[src/rtl/gcd_pkg.sv]
// Shared types and constants for the gcd host-side driver.
package gcd_pkg;

    // Default operand/result width; must match the attached gcd instance.
    localparam int GCD_W         = 16;

    // Default number of queued operand pairs.
    localparam int GCD_REQ_DEPTH = 4;

    // Width of the retired-result counter (wraps to zero).
    localparam int DONE_CNT_W    = 16;

    // Issue sequencer states.
    typedef enum logic [1:0] {
        ST_IDLE  = 2'd0,
        ST_ISSUE = 2'd1,
        ST_WAIT  = 2'd2
    } gcd_state_e;

endpackage

[src/rtl/gcd_req_fifo.sv]
// Operand-pair request FIFO: pointers carry a wrap bit so full and empty
// are distinguished without a separate count. Head data is read
// combinationally from storage, so a pop sees the entry in the same cycle.
module gcd_req_fifo
    import gcd_pkg::*;
#(
    parameter int DW    = 2 * GCD_W,
    parameter int DEPTH = GCD_REQ_DEPTH
) (
    input  logic          clk,
    input  logic          reset,
    input  logic          push,
    input  logic [DW-1:0] push_data,
    input  logic          pop,
    output logic [DW-1:0] head_data,
    output logic          full,
    output logic          empty
);

    localparam int AW = $clog2(DEPTH);

    logic [AW:0]   wr_ptr_q, wr_ptr_d;
    logic [AW:0]   rd_ptr_q, rd_ptr_d;
    logic [DW-1:0] mem_q [DEPTH];
    logic          push_en;
    logic          pop_en;

    // Gate requests against the flags and advance the pointers.
    always_comb begin
        push_en  = push && !full;
        pop_en   = pop && !empty;
        wr_ptr_d = wr_ptr_q + {{AW{1'b0}}, push_en};
        rd_ptr_d = rd_ptr_q + {{AW{1'b0}}, pop_en};
    end

    // Pointer registers; cleared by the shared asynchronous reset.
    always_ff @(posedge clk or negedge reset) begin
        if (!reset) begin
            wr_ptr_q <= '0;
            rd_ptr_q <= '0;
        end else begin
            wr_ptr_q <= wr_ptr_d;
            rd_ptr_q <= rd_ptr_d;
        end
    end

    // Storage write; contents are only meaningful between the pointers.
    always_ff @(posedge clk) begin
        if (push_en) begin
            mem_q[wr_ptr_q[AW-1:0]] <= push_data;
        end
    end

    assign empty     = (wr_ptr_q == rd_ptr_q);
    assign full      = (wr_ptr_q[AW] != rd_ptr_q[AW]) &&
                       (wr_ptr_q[AW-1:0] == rd_ptr_q[AW-1:0]);
    assign head_data = mem_q[rd_ptr_q[AW-1:0]];

endmodule

[src/rtl/gcd_driver.sv]
// Host-side driver for one gcd unit. Queues operand pairs, issues them one
// at a time over the input_available / result_rdy / result_taken handshake,
// and delivers results in issue order on a valid/ready response channel.
module gcd_driver
    import gcd_pkg::*;
#(
    parameter int W     = GCD_W,
    parameter int DEPTH = GCD_REQ_DEPTH
) (
    input  logic                  clk,
    input  logic                  reset,
    // request channel
    input  logic                  req_valid,
    output logic                  req_ready,
    input  logic [W-1:0]          req_a,
    input  logic [W-1:0]          req_b,
    // response channel
    output logic                  rsp_valid,
    input  logic                  rsp_ready,
    output logic [W-1:0]          rsp_data,
    // gcd unit
    output logic [W-1:0]          operands_bits_A,
    output logic [W-1:0]          operands_bits_B,
    output logic                  input_available,
    input  logic [W-1:0]          result_bits_data,
    input  logic                  result_rdy,
    output logic                  result_taken,
    // status
    output logic                  busy,
    output logic [DONE_CNT_W-1:0] done_count
);

    gcd_state_e            state_q, state_d;
    logic [W-1:0]          op_a_q, op_a_d;
    logic [W-1:0]          op_b_q, op_b_d;
    logic                  rsp_valid_q, rsp_valid_d;
    logic [W-1:0]          rsp_data_q, rsp_data_d;
    logic [DONE_CNT_W-1:0] done_count_q, done_count_d;

    logic                  fifo_push;
    logic                  fifo_pop;
    logic [2*W-1:0]        fifo_head;
    logic                  fifo_full;
    logic                  fifo_empty;
    logic                  issue;
    logic                  take;

    assign fifo_push = req_valid && !fifo_full;

    gcd_req_fifo #(
        .DW    (2 * W),
        .DEPTH (DEPTH)
    ) u_req_fifo (
        .clk       (clk),
        .reset     (reset),
        .push      (fifo_push),
        .push_data ({req_a, req_b}),
        .pop       (fifo_pop),
        .head_data (fifo_head),
        .full      (fifo_full),
        .empty     (fifo_empty)
    );

    // Issue sequencer: pop into the op registers, pulse input_available for
    // one cycle, then wait until the result can be parked in the response
    // register. Returning to IDLE after every take gives the gcd a cycle to
    // settle back into its own idle state before the next issue.
    always_comb begin
        state_d  = state_q;
        op_a_d   = op_a_q;
        op_b_d   = op_b_q;
        fifo_pop = 1'b0;
        issue    = 1'b0;
        take     = 1'b0;
        unique case (state_q)
            ST_IDLE: begin
                if (!fifo_empty) begin
                    fifo_pop = 1'b1;
                    op_a_d   = fifo_head[2*W-1:W];
                    op_b_d   = fifo_head[W-1:0];
                    state_d  = ST_ISSUE;
                end
            end
            ST_ISSUE: begin
                issue   = 1'b1;
                state_d = ST_WAIT;
            end
            ST_WAIT: begin
                // The response slot is free if empty or draining this cycle.
                if (result_rdy && (!rsp_valid_q || rsp_ready)) begin
                    take    = 1'b1;
                    state_d = ST_IDLE;
                end
            end
            default: begin
                state_d = ST_IDLE;
            end
        endcase
    end

    // Response register: a take reloads it even while it is being drained.
    always_comb begin
        rsp_valid_d = rsp_valid_q;
        rsp_data_d  = rsp_data_q;
        if (take) begin
            rsp_valid_d = 1'b1;
            rsp_data_d  = result_bits_data;
        end else if (rsp_valid_q && rsp_ready) begin
            rsp_valid_d = 1'b0;
        end
    end

    // Retired-result counter; wraps naturally at its width.
    always_comb begin
        done_count_d = done_count_q;
        if (take) begin
            done_count_d = done_count_q + 1'b1;
        end
    end

    // All driver state clears immediately on reset, discarding any
    // operation in flight; the gcd shares this reset.
    always_ff @(posedge clk or negedge reset) begin
        if (!reset) begin
            state_q      <= ST_IDLE;
            op_a_q       <= '0;
            op_b_q       <= '0;
            rsp_valid_q  <= 1'b0;
            rsp_data_q   <= '0;
            done_count_q <= '0;
        end else begin
            state_q      <= state_d;
            op_a_q       <= op_a_d;
            op_b_q       <= op_b_d;
            rsp_valid_q  <= rsp_valid_d;
            rsp_data_q   <= rsp_data_d;
            done_count_q <= done_count_d;
        end
    end

    assign req_ready       = !fifo_full;
    assign rsp_valid       = rsp_valid_q;
    assign rsp_data        = rsp_data_q;
    assign operands_bits_A = op_a_q;
    assign operands_bits_B = op_b_q;
    assign input_available = issue;
    assign result_taken    = take;
    assign done_count      = done_count_q;
    assign busy            = !fifo_empty || (state_q != ST_IDLE) || rsp_valid_q;

endmodule

[config.mk]
export PLATFORM = sky130hd
export DESIGN_NAME = gcd_driver
export DESIGN_NICKNAME = d
export VERILOG_FILES = /design/src/rtl/gcd_pkg.sv /design/src/rtl/gcd_req_fifo.sv /design/src/rtl/gcd_driver.sv
export SDC_FILE = /design/constraint.sdc
export NUM_CORES = 1
export LEC_CHECK = 0
export CORE_AREA = 4 4 180 182
export CTS_CLUSTER_SIZE = 10
export DETAILED_ROUTE_END_ITERATION = 7
export DIE_AREA = 0 0 184 186
export SYNTH_ARGS = -nofsm -noshare
export SYNTH_HDL_FRONTEND = slang
export SYNTH_SLANG_ARGS = --single-unit
export TNS_END_PERCENT = 20
[constraint.sdc]
create_clock -name clk -period 6.6 [get_ports clk]
set_input_delay 0.99 -clock clk [delete_from_list [all_inputs] [get_ports clk]]
set_output_delay 0.99 -clock clk [all_outputs]
set_load 0.01 [all_outputs]
# ---- After elaboration in Yosys (flattened, before gate mapping)
# Memory sizes are Yosys's and may differ from the RTL's. A register that Yosys moved wholly into a read port is not among the register bits.
# Cells that the tools add are included.
dict set report word_totals {
  register_bits 41
  out_inout_bits 69
  wordCells 48
  ram_bits 128
  n_memories 1
}
# name depth word_bits read_ports rd_clocked_by_memory_dff write_ports line_no
set mem_list {}
lappend mem_list {u_req_fifo.mem_q 4 32 1 1 1 gcd_req_fifo.sv:24} ;# logic [DW-1:0] mem_q [DEPTH];
dict set report op_classes {
  n_mux 12
  n_eq_ne 7
  reduce_logical 18
  add_sub_neg 3
  n_bitwise 1
}
# op count
set op_table {}
lappend op_table {{$add A16 B1 Y16 const B} 1}
lappend op_table {{$mux W1} 9}
lappend op_table {{$add A3 B1 Y3} 2}
lappend op_table {{$logic_and A1 B1 Y1} 6}
lappend op_table {{$pmux W2 S3} 1}
lappend op_table {{$logic_not A1 Y1} 4}
lappend op_table {{$mux W2} 2}
lappend op_table {{$ne A2 B2 Y1 const B} 2}
lappend op_table {{$reduce_and A2 Y1} 2}
lappend op_table {{$reduce_bool A2 Y1} 2}
lappend op_table {{$eq A3 B3 Y1} 1}
lappend op_table {{$logic_or A1 B1 Y1} 3}
lappend op_table {{$eq A2 B1 Y1 const B} 1}
lappend op_table {{$eq A2 B2 Y1} 1}
lappend op_table {{$eq A2 B2 Y1 const B} 1}
lappend op_table {{$logic_not A2 Y1} 1}
lappend op_table {{$ne A1 B1 Y1} 1}
lappend op_table {{$not A1 Y1} 1}

# ---- Depth between registers and ports, before layout
# Gate-level depths: netlist (run 1).
dict set report logic_depth {
  word_depth 7
  ltp_mapped 8
}

# ---- Modules after synthesis
# Synthesis (run 1) repeated with hierarchy kept, for this count alone.
dict set report unflattened {
  cells_unflattened 413
  area_unflattened_um2 7664.9
}
# module cells_per_inst seq_area_each_um2 n_inst area_per_inst_um2
set modules_own_cells {}
lappend modules_own_cells {gcd_req_fifo 198 3993.8 1 5011.1}
lappend modules_own_cells {gcd_driver 215 1676.6 1 2653.8}

# ---- Worst setup path after synthesis (run 1)
# No wires, ideal clock.
dict set report synth_path {
  path_type {input to register}
  from {input port req_valid}
  to {memory u_req_fifo.mem_q[2][0] in the netlist's numbering, enable pin}
  required_ns 6.132
  path_slack_ns 2.645
  stages 2
  arrival_ns 3.487
  cell_sequence {nand2_1 nor3b_1}
}
dict set report synth_between {
  elab_chain_len 4
}
# element line_no
set synth_rtl {}
lappend synth_rtl {{start, declared} gcd_driver.sv:13} ;# input logic req_valid,
lappend synth_rtl {{$logic_and A1 B1 Y1} gcd_driver.sv:48} ;# assign fifo_push = req_valid && !fifo_full;
lappend synth_rtl {{$logic_and A1 B1 Y1} gcd_req_fifo.sv:30} ;# push_en = push && !full;
lappend synth_rtl {{$mux W1} gcd_req_fifo.sv:49} ;# if (push_en) begin
lappend synth_rtl {{$mux W1 (not written as such)} gcd_req_fifo.sv:50} ;# mem_q[wr_ptr_q[AW-1:0]] <= push_data;
lappend synth_rtl {{end, declared} gcd_req_fifo.sv:24}
# No other way between the ends.

# ---- Worst setup path after layout (run 1)
dict set report layout_path {
  from {input port rsp_ready}
  to {output port result_taken}
}
dict set report layout_between {
  elab_chain_len 4
}
# element line_no
set layout_rtl {}
lappend layout_rtl {{start, declared} gcd_driver.sv:19} ;# input logic rsp_ready,
lappend layout_rtl {{$logic_or A1 B1 Y1} gcd_driver.sv:90} ;# if (result_rdy && (!rsp_valid_q || rsp_ready)) begin
lappend layout_rtl {{$logic_and A1 B1 Y1} gcd_driver.sv:90}
lappend layout_rtl {{$mux W1} gcd_driver.sv:90}
lappend layout_rtl {{$mux W1} gcd_driver.sv:75} ;# unique case (state_q)
lappend layout_rtl {{end, declared} gcd_driver.sv:27} ;# output logic result_taken,
# No other way between the ends.

==> results of run 1 <==
==> report_power, final <==
part           switching [mW]  internal [mW]
Combinational           0.651          0.913
Clock                   0.487          0.719
Sequential              0.241           1.76
Total                    1.38           3.39
==> path summary, 6_finish.rpt <==
check | startpoint | end | depth (start not counted)
min in group asynchronous | reset | rsp_data[3]$_DFFE_PN0P_ | 1
hold / removal | done_count[15]$_DFFE_PN0P_ | done_count[15]$_DFFE_PN0P_ | 1
hold reg to reg | done_count[15]$_DFFE_PN0P_ | done_count[15]$_DFFE_PN0P_ | 1
setup reg to reg | u_req_fifo.rd_ptr_q[1]$_DFF_PN0_ | u_req_fifo.mem_q[3][31]$_DFFE_PP_ | 5
setup / recovery | rsp_ready | result_taken | 5
max in group asynchronous | reset | u_req_fifo.rd_ptr_q[1]$_DFF_PN0_ | 1
==> cells in the mapped netlist (2+ instances only) <==
master / instances / area [um^2]
sky130_fd_sc_hd__nor3_1: 5 / 25.02
sky130_fd_sc_hd__mux2_2: 34 / 382.9
sky130_fd_sc_hd__and4_1: 2 / 17.52
sky130_fd_sc_hd__xnor2_1: 11 / 96.34
sky130_fd_sc_hd__nand2_1: 8 / 30.03
sky130_fd_sc_hd__mux2_4: 14 / 210.2
sky130_fd_sc_hd__mux4_2: 32 / 720.7
sky130_fd_sc_hd__xor2_1: 9 / 78.83
sky130_fd_sc_hd__nor2_1: 3 / 11.26
sky130_fd_sc_hd__edfxtp_1: 128 / 3844
sky130_fd_sc_hd__nand4_1: 5 / 31.28
sky130_fd_sc_hd__buf_6: 4 / 45.04
sky130_fd_sc_hd__clkbuf_1: 3 / 11.26
sky130_fd_sc_hd__nand3_1: 7 / 35.03
sky130_fd_sc_hd__buf_12: 2 / 40.04
sky130_fd_sc_hd__dfrtp_1: 73 / 1827
sky130_fd_sc_hd__nor3b_1: 2 / 15.01
sky130_fd_sc_hd__ha_1: 5 / 62.56
sky130_fd_sc_hd__inv_1: 3 / 11.26
sky130_fd_sc_hd__buf_2: 4 / 20.02
==> critical path, cell delays in order <==
cell and delay [ps]:
sky130_fd_sc_hd__clkdlybuf4s50_1 410, sky130_fd_sc_hd__nor2b_1 220, sky130_fd_sc_hd__or3b_1 990, sky130_fd_sc_hd__inv_1 90, sky130_fd_sc_hd__clkdlybuf4s50_1 520
==> flip-flops by register name, indices dropped and copies added (netlist names) <==
signal,flops
state_q,2
operands_bits_A,16
rsp_data,16
rsp_valid,1
u_req_fifo.wr_ptr_q,3
done_count,16
u_req_fifo.rd_ptr_q,3
operands_bits_B,16
u_req_fifo.mem_q,128
==> cells by family (layout without fill, tap and decap cells) <==
kind of cell / after synthesis / in the layout / share of synthesized area, %
buffers and inverters: 17 / 177 / 1.770
muxes: 81 / 81 / 17.36
adders and majority gates: 5 / 5 / 0.8195
AOI/OAI and AO/OA: 1 / 1 / 0.06550
xor gates and xnor gates: 20 / 20 / 2.295
and+or+nand+nor: 43 / 43 / 3.410
DFF: 201 / 201 / 74.28
==> through the flow <==
stage | hold WS, ps | total power, mW | instance area (um^2) | std cells | util, %
after floorplan | 457.9 | 2.946 | 7634 | 368 | -
after global placement | 468.5 | 3.592 | 9293 | 879 | 30.38
after detailed placement | 468.1 | 3.642 | 9293 | 879 | 30.38
after CTS | 476.1 | 4.887 | 10030 | 924 | 32.78
after global routing | 512.5 | 5.067 | 10030 | 924 | 32.78
final | 469.3 | 4.772 | 10030 | 924 | 32.78
==> cell type report <==
class	instances	area (um^2)	area share [%]
flip-flops and latches	201	5673	56.57
inverters	3	11.26	0.1123
multi-input cells	150	1844	18.39
repair buffers	129	1269	12.65
well taps	396	495.5	4.941
clock buffers	41	695.7	6.937
clock inverters	4	40.04	0.3993
==> layer usage <==
layer | vias to the layer above | part of all wire (%)
met4 | 0 | 2.4
met1 | 1971 | 42
met3 | 27 | 7.5
li1 | 1725 | -
met5 | - | 0
met2 | 136 | 48
==> impl_metrics.xml, run 1 <==
<?xml version="1.0" encoding="UTF-8"?>
<metrics>
  <group name="synthesis">
    <metric name="synth-main-ff-cell" unit="">sky130_fd_sc_hd__edfxtp_1</metric>
    <metric name="yosys_register_bits" unit="">201</metric>
    <metric name="netlist_area" unit="mm^2">0.007634</metric>
    <metric name="synth-warning-count" unit="">0</metric>
    <metric name="number_of_synthesized_flops_with_an_enable_pin" unit="">128</metric>
    <metric name="asyncSetResetFlopFracSynth" unit="%">36.32</metric>
    <metric name="synth.lib_cells_used.distinct" unit="">34</metric>
    <metric name="synth_cells" unit="">368</metric>
    <metric name="synth_seq_area_share" unit="%">74.28</metric>
    <metric name="postSynthNetCount" unit="">426</metric>
    <metric name="syn_avg_cell_area" unit="um^2">20.74</metric>
  </group>
  <group name="global_route">
    <metric name="globalRouteOverflowTotal" unit="">0</metric>
    <metric name="met3_usage" unit="%">2.384</metric>
    <metric name="grt_pass1_vias" unit="">4309</metric>
    <metric name="grt_util_all_layers" unit="%">9.180</metric>
    <metric name="grt_antenna_before_repair" unit="">0</metric>
    <metric name="global_route.usage.met2" unit="%">15.86</metric>
    <metric name="global_route.peak_usage_layer" unit="">met2</metric>
    <metric name="grt_util_met1" unit="%">11.48</metric>
    <metric name="wire_length_of_the_first_global_routing_pass" unit="um">24690</metric>
    <metric name="grt_start_max_net_pins" unit="">74</metric>
  </group>
  <group name="clocking">
    <metric name="cts_root_buffer" unit="">sky130_fd_sc_hd__clkbuf_16</metric>
    <metric name="cts_hold_buf" unit="">0</metric>
    <metric name="post_cts_buffers" unit="">0</metric>
    <metric name="clock_tree_from_tritoncts" unit="">yes</metric>
    <metric name="tritoncts_num_sinks" unit="">201</metric>
    <metric name="ctsLongestPathBuffers" unit="">3</metric>
    <metric name="clk_pin_slew" unit="ps">50</metric>
    <metric name="cts_made_buffers" unit="">25</metric>
    <metric name="post_cts.resized_instances" unit="">0</metric>
    <metric name="ctsHtreeMaxLevel" unit="">1</metric>
    <metric name="clock_insertion_delay_worst_skew" unit="ps">530</metric>
  </group>
  <group name="outcome">
    <metric name="outcome" unit="">completed</metric>
  </group>
  <group name="power">
    <metric name="p_per_area" unit="mW/mm^2">475.8</metric>
    <metric name="leakage" unit="nW">3.595</metric>
    <metric name="power.ir.vdd_worst" unit="mV">0.2569</metric>
  </group>
  <group name="detailed_routing">
    <metric name="drt_first_iter_violations" unit="">136</metric>
    <metric name="postRouteAntennaNets" unit="">0</metric>
    <metric name="dr_total_vias" unit="">3859</metric>
    <metric name="postRouteWirelength" unit="um">15740</metric>
    <metric name="detail_route.first_pass.iterations" unit="">4</metric>
    <metric name="routedWlPerCell" unit="um">17.04</metric>
    <metric name="drc" unit="">0</metric>
    <metric name="route.detailed.vias_per_inst" unit="">4.176</metric>
  </group>
  <group name="worst_setup_path">
    <metric name="setup.worst_path.class" unit="">primary input to primary output</metric>
    <metric name="kind_of_end_point_of_the_critical_path" unit="">primary output</metric>
    <metric name="worstPathArrival" unit="ps">3230</metric>
    <metric name="required" unit="ps">5610</metric>
    <metric name="timing.reg2reg.setup_slack" unit="ps">3770</metric>
    <metric name="crit_fanout" unit="">25</metric>
    <metric name="critical_path.startpoint_type" unit="">primary input</metric>
  </group>
  <group name="floorplanning">
    <metric name="core-area" unit="mm^2">0.03059</metric>
    <metric name="start_util" unit="%">24.96</metric>
    <metric name="io_pins" unit="">122</metric>
    <metric name="fp.dieH" unit="um">186</metric>
    <metric name="design.die.area" unit="mm^2">0.03422</metric>
    <metric name="die_w" unit="um">184</metric>
    <metric name="placementRows" unit="">64</metric>
  </group>
  <group name="final_layout">
    <metric name="area_growth" unit="%">31.37</metric>
    <metric name="final_layout_size_suffix_gt1_share" unit="%">24.62</metric>
    <metric name="layout_common_cells" unit="">sky130_fd_sc_hd__edfxtp_1, sky130_fd_sc_hd__clkdlybuf4s50_1, sky130_fd_sc_hd__dfrtp_1, sky130_fd_sc_hd__mux2_2, sky130_fd_sc_hd__mux4_2</metric>
    <metric name="num-fill-cells" unit="">2945</metric>
    <metric name="antenna_cells_inserted" unit="">0</metric>
    <metric name="final_net_count" unit="">568</metric>
    <metric name="layout_commonest_cell" unit="">sky130_fd_sc_hd__edfxtp_1</metric>
  </group>
  <group name="sta">
    <metric name="hold_viol" unit="">0</metric>
    <metric name="final.period_utilization" unit="%">63.94</metric>
    <metric name="totalNegativeSetupSlack" unit="ps">0</metric>
    <metric name="tightest_slew" unit="ps">1242</metric>
    <metric name="layout_min_cycle_time" unit="ps">4220</metric>
    <metric name="maxClockFrequency" unit="MHz">237.0</metric>
    <metric name="final-setup-viol-count" unit="">0</metric>
    <metric name="max_slew_margin" unit="%">17.21</metric>
    <metric name="unrepaired_setup_endpoints_after_global_routing" unit="">false</metric>
    <metric name="post-route-worst-setup-slack" unit="ps">2380</metric>
    <metric name="finalMaxSlewViolations" unit="">0</metric>
    <metric name="final_skew" unit="ps">22.90</metric>
  </group>
  <group name="placement">
    <metric name="finalWeightedCongestion" unit="">0.7800</metric>
    <metric name="dp_worst_setup_slack" unit="ps">2394</metric>
    <metric name="buffer_ports.inserted" unit="">121</metric>
    <metric name="final_hpwl_from_detailed_placement" unit="um">9706</metric>
  </group>
  <group name="flow_run">
    <metric name="maxCapViolations" unit="">0</metric>
  </group>
  <group name="hold_path">
    <metric name="timing.hold.worst.class" unit="">register to register</metric>
  </group>
</metrics>
Note: power is estimated with default switching activity, not from simulation.
==> run 2: changes to the inputs <==
- clock period: 6.6 -> 4.1 ns (I/O delays scaled with it)
==> run 2 against run 1 <==
- non-clock buffer count increased by 2
- clock power is 71% higher
- via count increased by 1.2%
- critical path type unchanged
==> impl_metrics.xml, run 2 (synthesized netlist as in run 1, its figures left out) <==
<?xml version="1.0" encoding="UTF-8"?>
<metrics>
  <group name="clocking">
    <metric name="tritoncts_num_sinks" unit="">201</metric>
    <metric name="cts_made_buffers" unit="">25</metric>
    <metric name="clock_insertion_delay_worst_skew" unit="ps">530</metric>
    <metric name="post_cts.resized_instances" unit="">0</metric>
    <metric name="clk_pin_slew" unit="ps">60</metric>
    <metric name="post_cts_buffers" unit="">0</metric>
    <metric name="clock_tree_from_tritoncts" unit="">yes</metric>
    <metric name="cts_root_buffer" unit="">sky130_fd_sc_hd__clkbuf_16</metric>
    <metric name="ctsLongestPathBuffers" unit="">3</metric>
    <metric name="cts_hold_buf" unit="">0</metric>
    <metric name="ctsHtreeMaxLevel" unit="">1</metric>
  </group>
  <group name="worst_setup_path">
    <metric name="cpLargestDelayFamily" unit="">buffers and inverters</metric>
    <metric name="kind_of_end_point_of_the_critical_path" unit="">primary output</metric>
    <metric name="worstRegToRegCells" unit="">5</metric>
    <metric name="cp-startpoint" unit="">rsp_ready</metric>
    <metric name="worst_path_max_delay_cell" unit="">sky130_fd_sc_hd__clkdlybuf4s50_1</metric>
    <metric name="worstPathArrival" unit="ps">2430</metric>
    <metric name="cp_common_cell" unit="">sky130_fd_sc_hd__clkdlybuf4s50_1</metric>
    <metric name="path_buf_inv" unit="">4</metric>
    <metric name="worstSetupPathDepth" unit="">6</metric>
    <metric name="required" unit="ps">3480</metric>
    <metric name="critical_path.startpoint_type" unit="">primary input</metric>
    <metric name="crit_fanout" unit="">25</metric>
    <metric name="crit_chain" unit="">clkdlybuf4s50_1 &gt; nor2b_1 &gt; or3b_1 &gt; buf_4 &gt; inv_1 &gt; clkdlybuf4s50_1</metric>
    <metric name="setup.worst_path.class" unit="">primary input to primary output</metric>
    <metric name="crit-reg2reg-launch" unit="">u_req_fifo.wr_ptr_q[0]$_DFF_PN0_</metric>
    <metric name="critPathMaxStageDelay" unit="ps">530</metric>
  </group>
  <group name="global_route">
    <metric name="wire_length_of_the_first_global_routing_pass" unit="um">25480</metric>
    <metric name="grt_util_all_layers" unit="%">9.495</metric>
    <metric name="globalRouteOverflowTotal" unit="">0</metric>
    <metric name="grt_antenna_before_repair" unit="">0</metric>
    <metric name="grt_pass1_vias" unit="">4371</metric>
    <metric name="grt_start_max_net_pins" unit="">74</metric>
  </group>
  <group name="sta">
    <metric name="finalMaxSlewViolations" unit="">0</metric>
    <metric name="tightest_slew" unit="ps">1060</metric>
    <metric name="totalNegativeSetupSlack" unit="ps">0</metric>
    <metric name="final.period_utilization" unit="%">74.26</metric>
    <metric name="unrepaired_setup_endpoints_after_global_routing" unit="">false</metric>
    <metric name="final-setup-viol-count" unit="">0</metric>
    <metric name="max_slew_margin" unit="%">29.12</metric>
    <metric name="hold_viol" unit="">0</metric>
    <metric name="maxClockFrequency" unit="MHz">328.4</metric>
    <metric name="layout_min_cycle_time" unit="ps">3045</metric>
    <metric name="hold_slack" unit="ps">268.5</metric>
    <metric name="final_skew" unit="ps">18.66</metric>
  </group>
  <group name="placement">
    <metric name="buffer_ports.inserted" unit="">121</metric>
    <metric name="final_hpwl_from_detailed_placement" unit="um">10040</metric>
    <metric name="place.detailed.instances" unit="">881</metric>
    <metric name="finalWeightedCongestion" unit="">0.8028</metric>
    <metric name="postPlaceCellArea" unit="mm^2">0.009320</metric>
  </group>
  <group name="floorplanning">
    <metric name="placementRows" unit="">64</metric>
    <metric name="io_pins" unit="">122</metric>
    <metric name="start_util" unit="%">24.96</metric>
    <metric name="core-area" unit="mm^2">0.03059</metric>
    <metric name="fp.dieH" unit="um">186</metric>
    <metric name="die_w" unit="um">184</metric>
    <metric name="design.die.area" unit="mm^2">0.03422</metric>
  </group>
  <group name="final_layout">
    <metric name="final_net_count" unit="">570</metric>
    <metric name="final_cell_count_no_fill" unit="">924</metric>
    <metric name="antenna_cells_inserted" unit="">0</metric>
    <metric name="layout_common_cells" unit="">sky130_fd_sc_hd__edfxtp_1, sky130_fd_sc_hd__clkdlybuf4s50_1, sky130_fd_sc_hd__dfrtp_1, sky130_fd_sc_hd__mux2_2, sky130_fd_sc_hd__mux4_2</metric>
    <metric name="area_growth" unit="%">32.24</metric>
    <metric name="final_cell_area" unit="mm^2">0.01009</metric>
    <metric name="max_reg_flops" unit="">128</metric>
    <metric name="final_layout_size_suffix_gt1_share" unit="%">25.19</metric>
    <metric name="layout_commonest_cell" unit="">sky130_fd_sc_hd__edfxtp_1</metric>
  </group>
  <group name="detailed_routing">
    <metric name="postRouteWirelength" unit="um">16030</metric>
    <metric name="detail_route.first_pass.iterations" unit="">4</metric>
    <metric name="drt_first_iter_violations" unit="">163</metric>
    <metric name="dr_total_vias" unit="">3906</metric>
    <metric name="route.detailed.vias_per_inst" unit="">4.227</metric>
    <metric name="routedWlPerCell" unit="um">17.35</metric>
    <metric name="postRouteAntennaNets" unit="">0</metric>
    <metric name="drc" unit="">0</metric>
  </group>
  <group name="outcome">
    <metric name="outcome" unit="">completed</metric>
  </group>
  <group name="flow_run">
    <metric name="maxCapViolations" unit="">0</metric>
  </group>
  <group name="power">
    <metric name="power.ir.vdd_worst" unit="mV">0.4095</metric>
    <metric name="p_per_area" unit="mW/mm^2">778.8</metric>
    <metric name="leakage" unit="nW">3.636</metric>
  </group>
  <group name="hold_path">
    <metric name="timing.hold.worst.class" unit="">primary input to async pin</metric>
  </group>
</metrics>
run 2: report_power, final:
part | internal, mW | switching, mW
clock network | 1.27 | 0.799
logic | 1.50 | 1.16
registers | 2.83 | 0.303
total | 5.60 | 2.26
run 2: area by class of cell:
class                   instances  area [um^2]
clock buffers                  38        684.4
clock inverters                 5        90.09
fillers                      2950        20490
inverters                       3        11.26
multi-input cells             150         1844
flip-flops and latches        201         5673
well taps                     396        495.5
repair buffers                131         1296
run 2: worst register-to-register path: stages, from the launching register on:
cell                      delay (ps)
sky130_fd_sc_hd__dfrtp_1         450
sky130_fd_sc_hd__xnor2_1         160
sky130_fd_sc_hd__and3b_1         250
sky130_fd_sc_hd__nor3_4          820
sky130_fd_sc_hd__buf_12          280
sky130_fd_sc_hd__mux2_2          370
run 2: path summary, 6_finish.rpt:
kind	to	slack, ps
max reg2reg	operands_bits_A[14]$_DFFE_PN0P_	1670
max	result_taken	1060
max in group asynchronous	u_req_fifo.rd_ptr_q[0]$_DFF_PN0_	3090
min	rsp_data[3]$_DFFE_PN0P_	270
min in group clk	done_count[15]$_DFFE_PN0P_	480
min reg2reg	done_count[15]$_DFFE_PN0P_	480
run 2: layer usage:
| layer | wire [um] | GRT usage (%) |
|---|---|---|
| met4 | 419 | 2.603 |
| met1 | 6922 | 12.35 |
| met5 | 0 | 0 |
| met3 | 1183 | 2.501 |
| met2 | 7508 | 15.80 |
run 2: through the flow:
| step | util [%] | total power, mW | setup slack [ps] |
|---|---|---|---|
| after floorplan | - | 4.743 | 313.3 |
| after global placement | 30.47 | 5.814 | 1061 |
| after detailed placement | 30.47 | 5.918 | 1052 |
| after CTS | 33.00 | 8.047 | 1025 |
| after global routing | 33.00 | 8.342 | 937.6 |
| final | 33.00 | 7.862 | 1055 |
==> run 3: changes to the inputs <==
- clock period: 4.1 -> 2.6 ns (I/O delays scaled with it)
==> run 3 against run 2 <==
- sequential share of layout area barely moved
- power rose by 55%
- routed wire length shrank 1.2%
- sequential power up 58%
- clock-buffer cell count grew 3
- register-to-register slack worse by 1100 ps
- critical path depth is 2 lower
==> impl_metrics.xml, run 3 (synthesized netlist as in run 1, its figures left out) <==
<?xml version="1.0" encoding="UTF-8"?>
<metrics>
  <group name="outcome">
    <metric name="outcome" unit="">completed</metric>
  </group>
  <group name="detailed_routing">
    <metric name="routedWlPerCell" unit="um">17.04</metric>
    <metric name="drc" unit="">0</metric>
    <metric name="postRouteAntennaNets" unit="">0</metric>
    <metric name="detail_route.first_pass.iterations" unit="">4</metric>
    <metric name="postRouteWirelength" unit="um">15850</metric>
    <metric name="drt_first_iter_violations" unit="">93</metric>
    <metric name="dr_total_vias" unit="">3906</metric>
    <metric name="route.detailed.vias_per_inst" unit="">4.200</metric>
  </group>
  <group name="worst_setup_path">
    <metric name="cp-startpoint" unit="">u_req_fifo.wr_ptr_q[0]$_DFF_PN0_</metric>
    <metric name="critical_path.endpoint" unit="">busy</metric>
    <metric name="crit-reg2reg-launch" unit="">u_req_fifo.wr_ptr_q[0]$_DFF_PN0_</metric>
    <metric name="critical_path.startpoint_type" unit="">register</metric>
    <metric name="setup.worst_path.class" unit="">register to primary output</metric>
    <metric name="timing.reg2reg.setup_slack" unit="ps">600</metric>
    <metric name="worst_path_max_delay_cell" unit="">sky130_fd_sc_hd__clkdlybuf4s50_1</metric>
    <metric name="worstRegToRegCells" unit="">7</metric>
    <metric name="critPathMaxStageDelay" unit="ps">540</metric>
    <metric name="crit_fanout" unit="">6</metric>
    <metric name="required" unit="ps">2210</metric>
    <metric name="kind_of_end_point_of_the_critical_path" unit="">primary output</metric>
    <metric name="timing.rr.end" unit="">u_req_fifo.rd_ptr_q[2]$_DFF_PN0_</metric>
    <metric name="crit_chain" unit="">xnor2_1 &gt; and3b_2 &gt; nand2_1 &gt; clkdlybuf4s50_1</metric>
    <metric name="worstPathArrival" unit="ps">2080</metric>
  </group>
  <group name="floorplanning">
    <metric name="fp.dieH" unit="um">186</metric>
    <metric name="io_pins" unit="">122</metric>
    <metric name="placementRows" unit="">64</metric>
    <metric name="die_w" unit="um">184</metric>
    <metric name="design.die.area" unit="mm^2">0.03422</metric>
    <metric name="start_util" unit="%">24.96</metric>
    <metric name="core-area" unit="mm^2">0.03059</metric>
  </group>
  <group name="clocking">
    <metric name="ctsHtreeMaxLevel" unit="">1</metric>
    <metric name="clock_tree_from_tritoncts" unit="">yes</metric>
    <metric name="post_cts_buffers" unit="">0</metric>
    <metric name="cts_made_buffers" unit="">24</metric>
    <metric name="tritoncts_num_sinks" unit="">201</metric>
    <metric name="cts_root_buffer" unit="">sky130_fd_sc_hd__clkbuf_16</metric>
    <metric name="clk_pin_slew" unit="ps">60</metric>
    <metric name="ctsLongestPathBuffers" unit="">3</metric>
    <metric name="clock_insertion_delay_worst_skew" unit="ps">510</metric>
  </group>
  <group name="final_layout">
    <metric name="num-fill-cells" unit="">2953</metric>
    <metric name="final_cell_area" unit="mm^2">0.01010</metric>
    <metric name="final_net_count" unit="">576</metric>
    <metric name="layout_common_cells" unit="">sky130_fd_sc_hd__edfxtp_1, sky130_fd_sc_hd__clkdlybuf4s50_1, sky130_fd_sc_hd__dfrtp_1, sky130_fd_sc_hd__mux2_2, sky130_fd_sc_hd__mux4_2</metric>
    <metric name="final_layout_size_suffix_gt1_share" unit="%">25.84</metric>
    <metric name="final_cell_count_no_fill" unit="">930</metric>
    <metric name="max_reg_flops" unit="">128</metric>
    <metric name="antenna_cells_inserted" unit="">0</metric>
    <metric name="layout_commonest_cell" unit="">sky130_fd_sc_hd__edfxtp_1</metric>
    <metric name="area_growth" unit="%">32.31</metric>
  </group>
  <group name="global_route">
    <metric name="grt_start_max_net_pins" unit="">43</metric>
    <metric name="globalRouteOverflowTotal" unit="">0</metric>
    <metric name="grt_antenna_before_repair" unit="">0</metric>
    <metric name="grt_util_all_layers" unit="%">9.185</metric>
    <metric name="wire_length_of_the_first_global_routing_pass" unit="um">24810</metric>
    <metric name="grt_pass1_vias" unit="">4279</metric>
  </group>
  <group name="power">
    <metric name="power.ir.vdd_worst" unit="mV">0.5001</metric>
    <metric name="totalPowerFinal" unit="mW">12.15</metric>
    <metric name="leakage" unit="nW">3.654</metric>
    <metric name="p_per_area" unit="mW/mm^2">1203</metric>
  </group>
  <group name="placement">
    <metric name="finalWeightedCongestion" unit="">0.7774</metric>
    <metric name="postPlaceCellArea" unit="mm^2">0.009371</metric>
    <metric name="place.detailed.instances" unit="">887</metric>
    <metric name="buffer_ports.inserted" unit="">121</metric>
    <metric name="final_hpwl_from_detailed_placement" unit="um">10520</metric>
  </group>
  <group name="hold_path">
    <metric name="timing.hold.worst.class" unit="">primary input to async pin</metric>
  </group>
  <group name="sta">
    <metric name="hold_slack" unit="ps">448.3</metric>
    <metric name="tightest_slew" unit="ps">682.4</metric>
    <metric name="finalMaxSlewViolations" unit="">0</metric>
    <metric name="layout_min_cycle_time" unit="ps">2466</metric>
    <metric name="hold_viol" unit="">0</metric>
    <metric name="final-setup-viol-count" unit="">0</metric>
    <metric name="maxClockFrequency" unit="MHz">405.5</metric>
    <metric name="final_skew" unit="ps">13.81</metric>
    <metric name="unrepaired_setup_endpoints_after_global_routing" unit="">false</metric>
    <metric name="totalNegativeSetupSlack" unit="ps">0</metric>
    <metric name="final.period_utilization" unit="%">94.85</metric>
    <metric name="max_slew_margin" unit="%">54.51</metric>
  </group>
  <group name="flow_run">
    <metric name="maxCapViolations" unit="">0</metric>
  </group>
</metrics>
-- run 3: worst min path at each step --
| stage | startpoint | end | slack (ps) |
|---|---|---|---|
| CTS | reset | operands_bits_A[0]$_DFFE_PN0P_ | 460 |
| floorplan | reset | done_count[0]$_DFFE_PN0P_ | 90 |
| finish | reset | rsp_data[10]$_DFFE_PN0P_ | 450 |
| global placement | reset | rsp_data[10]$_DFFE_PN0P_ | 450 |
| global route | reset | rsp_data[10]$_DFFE_PN0P_ | 500 |
| detailed placement | reset | rsp_data[10]$_DFFE_PN0P_ | 460 |
-- run 3: metal layers --
layer | track usage [%] | up-vias | share of wire [%]
li1 | - | 1739 | -
met1 | 11.75 | 2020 | 43
met2 | 15.53 | 123 | 48
met3 | 2.521 | 24 | 6.9
met4 | 2.337 | 0 | 2.3
met5 | 0 | - | 0
-- run 3: area by class of cell --
class                           count  area (um^2)  area share (%)
Inverter                            3        11.26          0.1115
Clock buffer                       41        695.7           6.888
Sequential cell                   201         5675           56.19
Clock inverter                      1        16.27          0.1611
Tap cell                          396        495.5           4.906
Multi-Input combinational cell    150         1864           18.46
Timing Repair Buffer              138         1341           13.28
-- run 3: metrics by stage --
step | util (%) | setup WS [ps]
floorplan | - | -96.66
global placement | 30.64 | 280.6
detailed placement | 30.64 | 252.0
CTS | 33.00 | 7.915
global route | 33.02 | 30.07
finish | 33.02 | 133.8
-- run 3: what timing repair did --
action	in CTS	in global routing
endpoints found under the setup margin	0	2
resized for setup	0	4
hold buffers	1	0
endpoints found under the hold margin	39	0
-- run 3: critical path, delay by kind of cell, from the launching register on --
kind,cells,cell delay [ps]
simple gates,2,360
flops,1,490
buf+inv,1,540
xor+xnor,1,180
-- run 3: power breakdown --
group,internal [mW],total (mW),switching [mW]
sequential,4.47,4.96,0.493
clock,1.81,3.02,1.21
combinational,2.37,4.16,1.79
==> edit (config.mk and constraints of run 2) <==
The 3 states of `gcd_state_e` get a one-hot encoding in 3 bits.
--- a/src/rtl/gcd_pkg.sv
+++ b/src/rtl/gcd_pkg.sv
@@ -13,6 +13,6 @@
     // Issue sequencer states.
-    typedef enum logic [1:0] {
-        ST_IDLE  = 2'd0,
-        ST_ISSUE = 2'd1,
-        ST_WAIT  = 2'd2
+    typedef enum logic [2:0] {
+        ST_IDLE  = 3'b001,
+        ST_ISSUE = 3'b010,
+        ST_WAIT  = 3'b100
     } gcd_state_e;
Behaviour: same outputs for any inputs over 10 cycles, from zero or initial values and one cycle with reset low; not proved beyond that.
==> edit against run 2 <==
First-iteration DRC count up 6.1%; via count up 3.3%; count of clock-buffer cells in the layout increased by 2; synthesized cell count increased by 11%; routed wire length grew 1.7%; hold slack worse by 56 ps; critical path depth down 1; sequential cell count increased by 1; cell area grew 1.3%; clock skew about the same; setup slack gained 220 ps; area after synthesis rose by 1.2%; register-to-register slack improved by 120 ps; power decreased by 1.3%; largest cell class unchanged.
==> edit: results <==
export IMPL_status="finished, final reports clean"
export IMPL_via_count_of_the_first_global_routing_pass=4307
export IMPL_critPathMaxFanout=26
export IMPL_holdWs_ps=212
export IMPL_synth_compound_gate_area_share_pct=0.113
export IMPL_finish_net_count=614
export IMPL_cts_buffers=26
export IMPL_routabilityCongestion=0.731
export IMPL_fin_worst_skew_ps=19.1
export IMPL_fillerInstances=2956
export IMPL_syn_nets=467
export IMPL_yosys_area_share_xor_xnor_pct=2.46
export IMPL_met2_length_um=7400
export IMPL_placement_setup_worst_slack_ps=1300
export IMPL_dr_wl_met3_um=989
export IMPL_leakage_uw=0.00383
export IMPL_wire_length_of_the_first_global_routing_pass_um=25200
export IMPL_synth_lib_cells_used_distinct=32
export IMPL_dp_hpwl_um=9930
export IMPL_setup_reg_to_reg_worst_slack_ps=1790
export IMPL_grt_util_all_layers_pct=9.40
export IMPL_top_post_synthesis_cells_by_count="128 x sky130_fd_sc_hd__edfxtp_1, 73 x sky130_fd_sc_hd__dfrtp_1, 60 x sky130_fd_sc_hd__nand2_1"
export IMPL_worstReg2RegStart="u_req_fifo.wr_ptr_q[1]"
export IMPL_via_count=4035
export IMPL_drt_first_iter_violations=173
export IMPL_max_slew_margin_rel_pct=39.4
export IMPL_power_ir_vdd_worst_mv=0.399
export IMPL_synth_seq_area_share_pct=73.7
export IMPL_synth_mux_area_share_pct=15.3
export IMPL_pin_count_of_the_biggest_net_entering_global_routing=62
-- edit: cell count changes after synthesis, sizes merged, moves of 4 or more --
cell   before  now
nand2       8   60
mux2       49   32
nand3       7    3
nor2        3    7
-- edit: area by class of cell --
| class | count | area share [%] |
|---|---|---|
| clock buffer | 40 | 7.07 |
| timing repair buffer | 134 | 12.8 |
| sequential | 202 | 55.8 |
| clock inverter | 8 | 0.514 |
| tap | 396 | 4.85 |
| inverter | 5 | 0.184 |
| multi-input combinational | 187 | 18.8 |
-- edit: worst max-delay path by stage --
stage                                      start                      to  slack [ps]  cells past startpoint
after floorplan           u_req_fifo.rd_ptr_q[0]  u_req_fifo.mem_q[2][0]         200                      5
after global placement                 rsp_ready            result_taken        1310                      6
after detailed placement               rsp_ready            result_taken        1300                      6
after CTS                             state_q[1]            result_taken        1250                      5
after global routing                  state_q[1]            result_taken        1160                      5
final                                 state_q[1]            result_taken        1280                      5
-- edit: power breakdown --
group          leakage, µW  total [µW]  internal, µW  switching, µW
combinational      0.00137        2660          1490           1180
clock             0.000377        2030          1210            819
sequential         0.00208        3070          2820            255
total              0.00383        7760          5510           2250
-- edit: cell families after synthesis --
logic type | Yosys count
muxes | 64
buffers and inverters | 20
DFF | 202
and+or+nand+nor | 97
xor gates and xnor gates | 20
adders and majority gates | 5
AOI/OAI and AO/OA | 1
-- edit: critical path: stages (launching register included) --
cell,delay (ps)
sky130_fd_sc_hd__dfrtp_1,400
sky130_fd_sc_hd__nor3b_1,330
sky130_fd_sc_hd__nand3_2,100
sky130_fd_sc_hd__buf_4,230
sky130_fd_sc_hd__inv_1,100
sky130_fd_sc_hd__clkdlybuf4s50_1,530
-- edit: through the flow --
| step | area (µm²) | cells |
|---|---|---|
| floorplan | 7730 | 409 |
| detailed placement | 9450 | 924 |
| CTS | 10200 | 972 |
| finish | 10200 | 972 |
| global placement | 9450 | 924 |
| global route | 10200 | 972 |
-- edit: layer usage --
layer  track usage [%]  up-vias
met5                 0        -
met4              2.96        0
met3              2.21       32
met2              14.9      128
met1              12.9     2035
li1                  -     1840
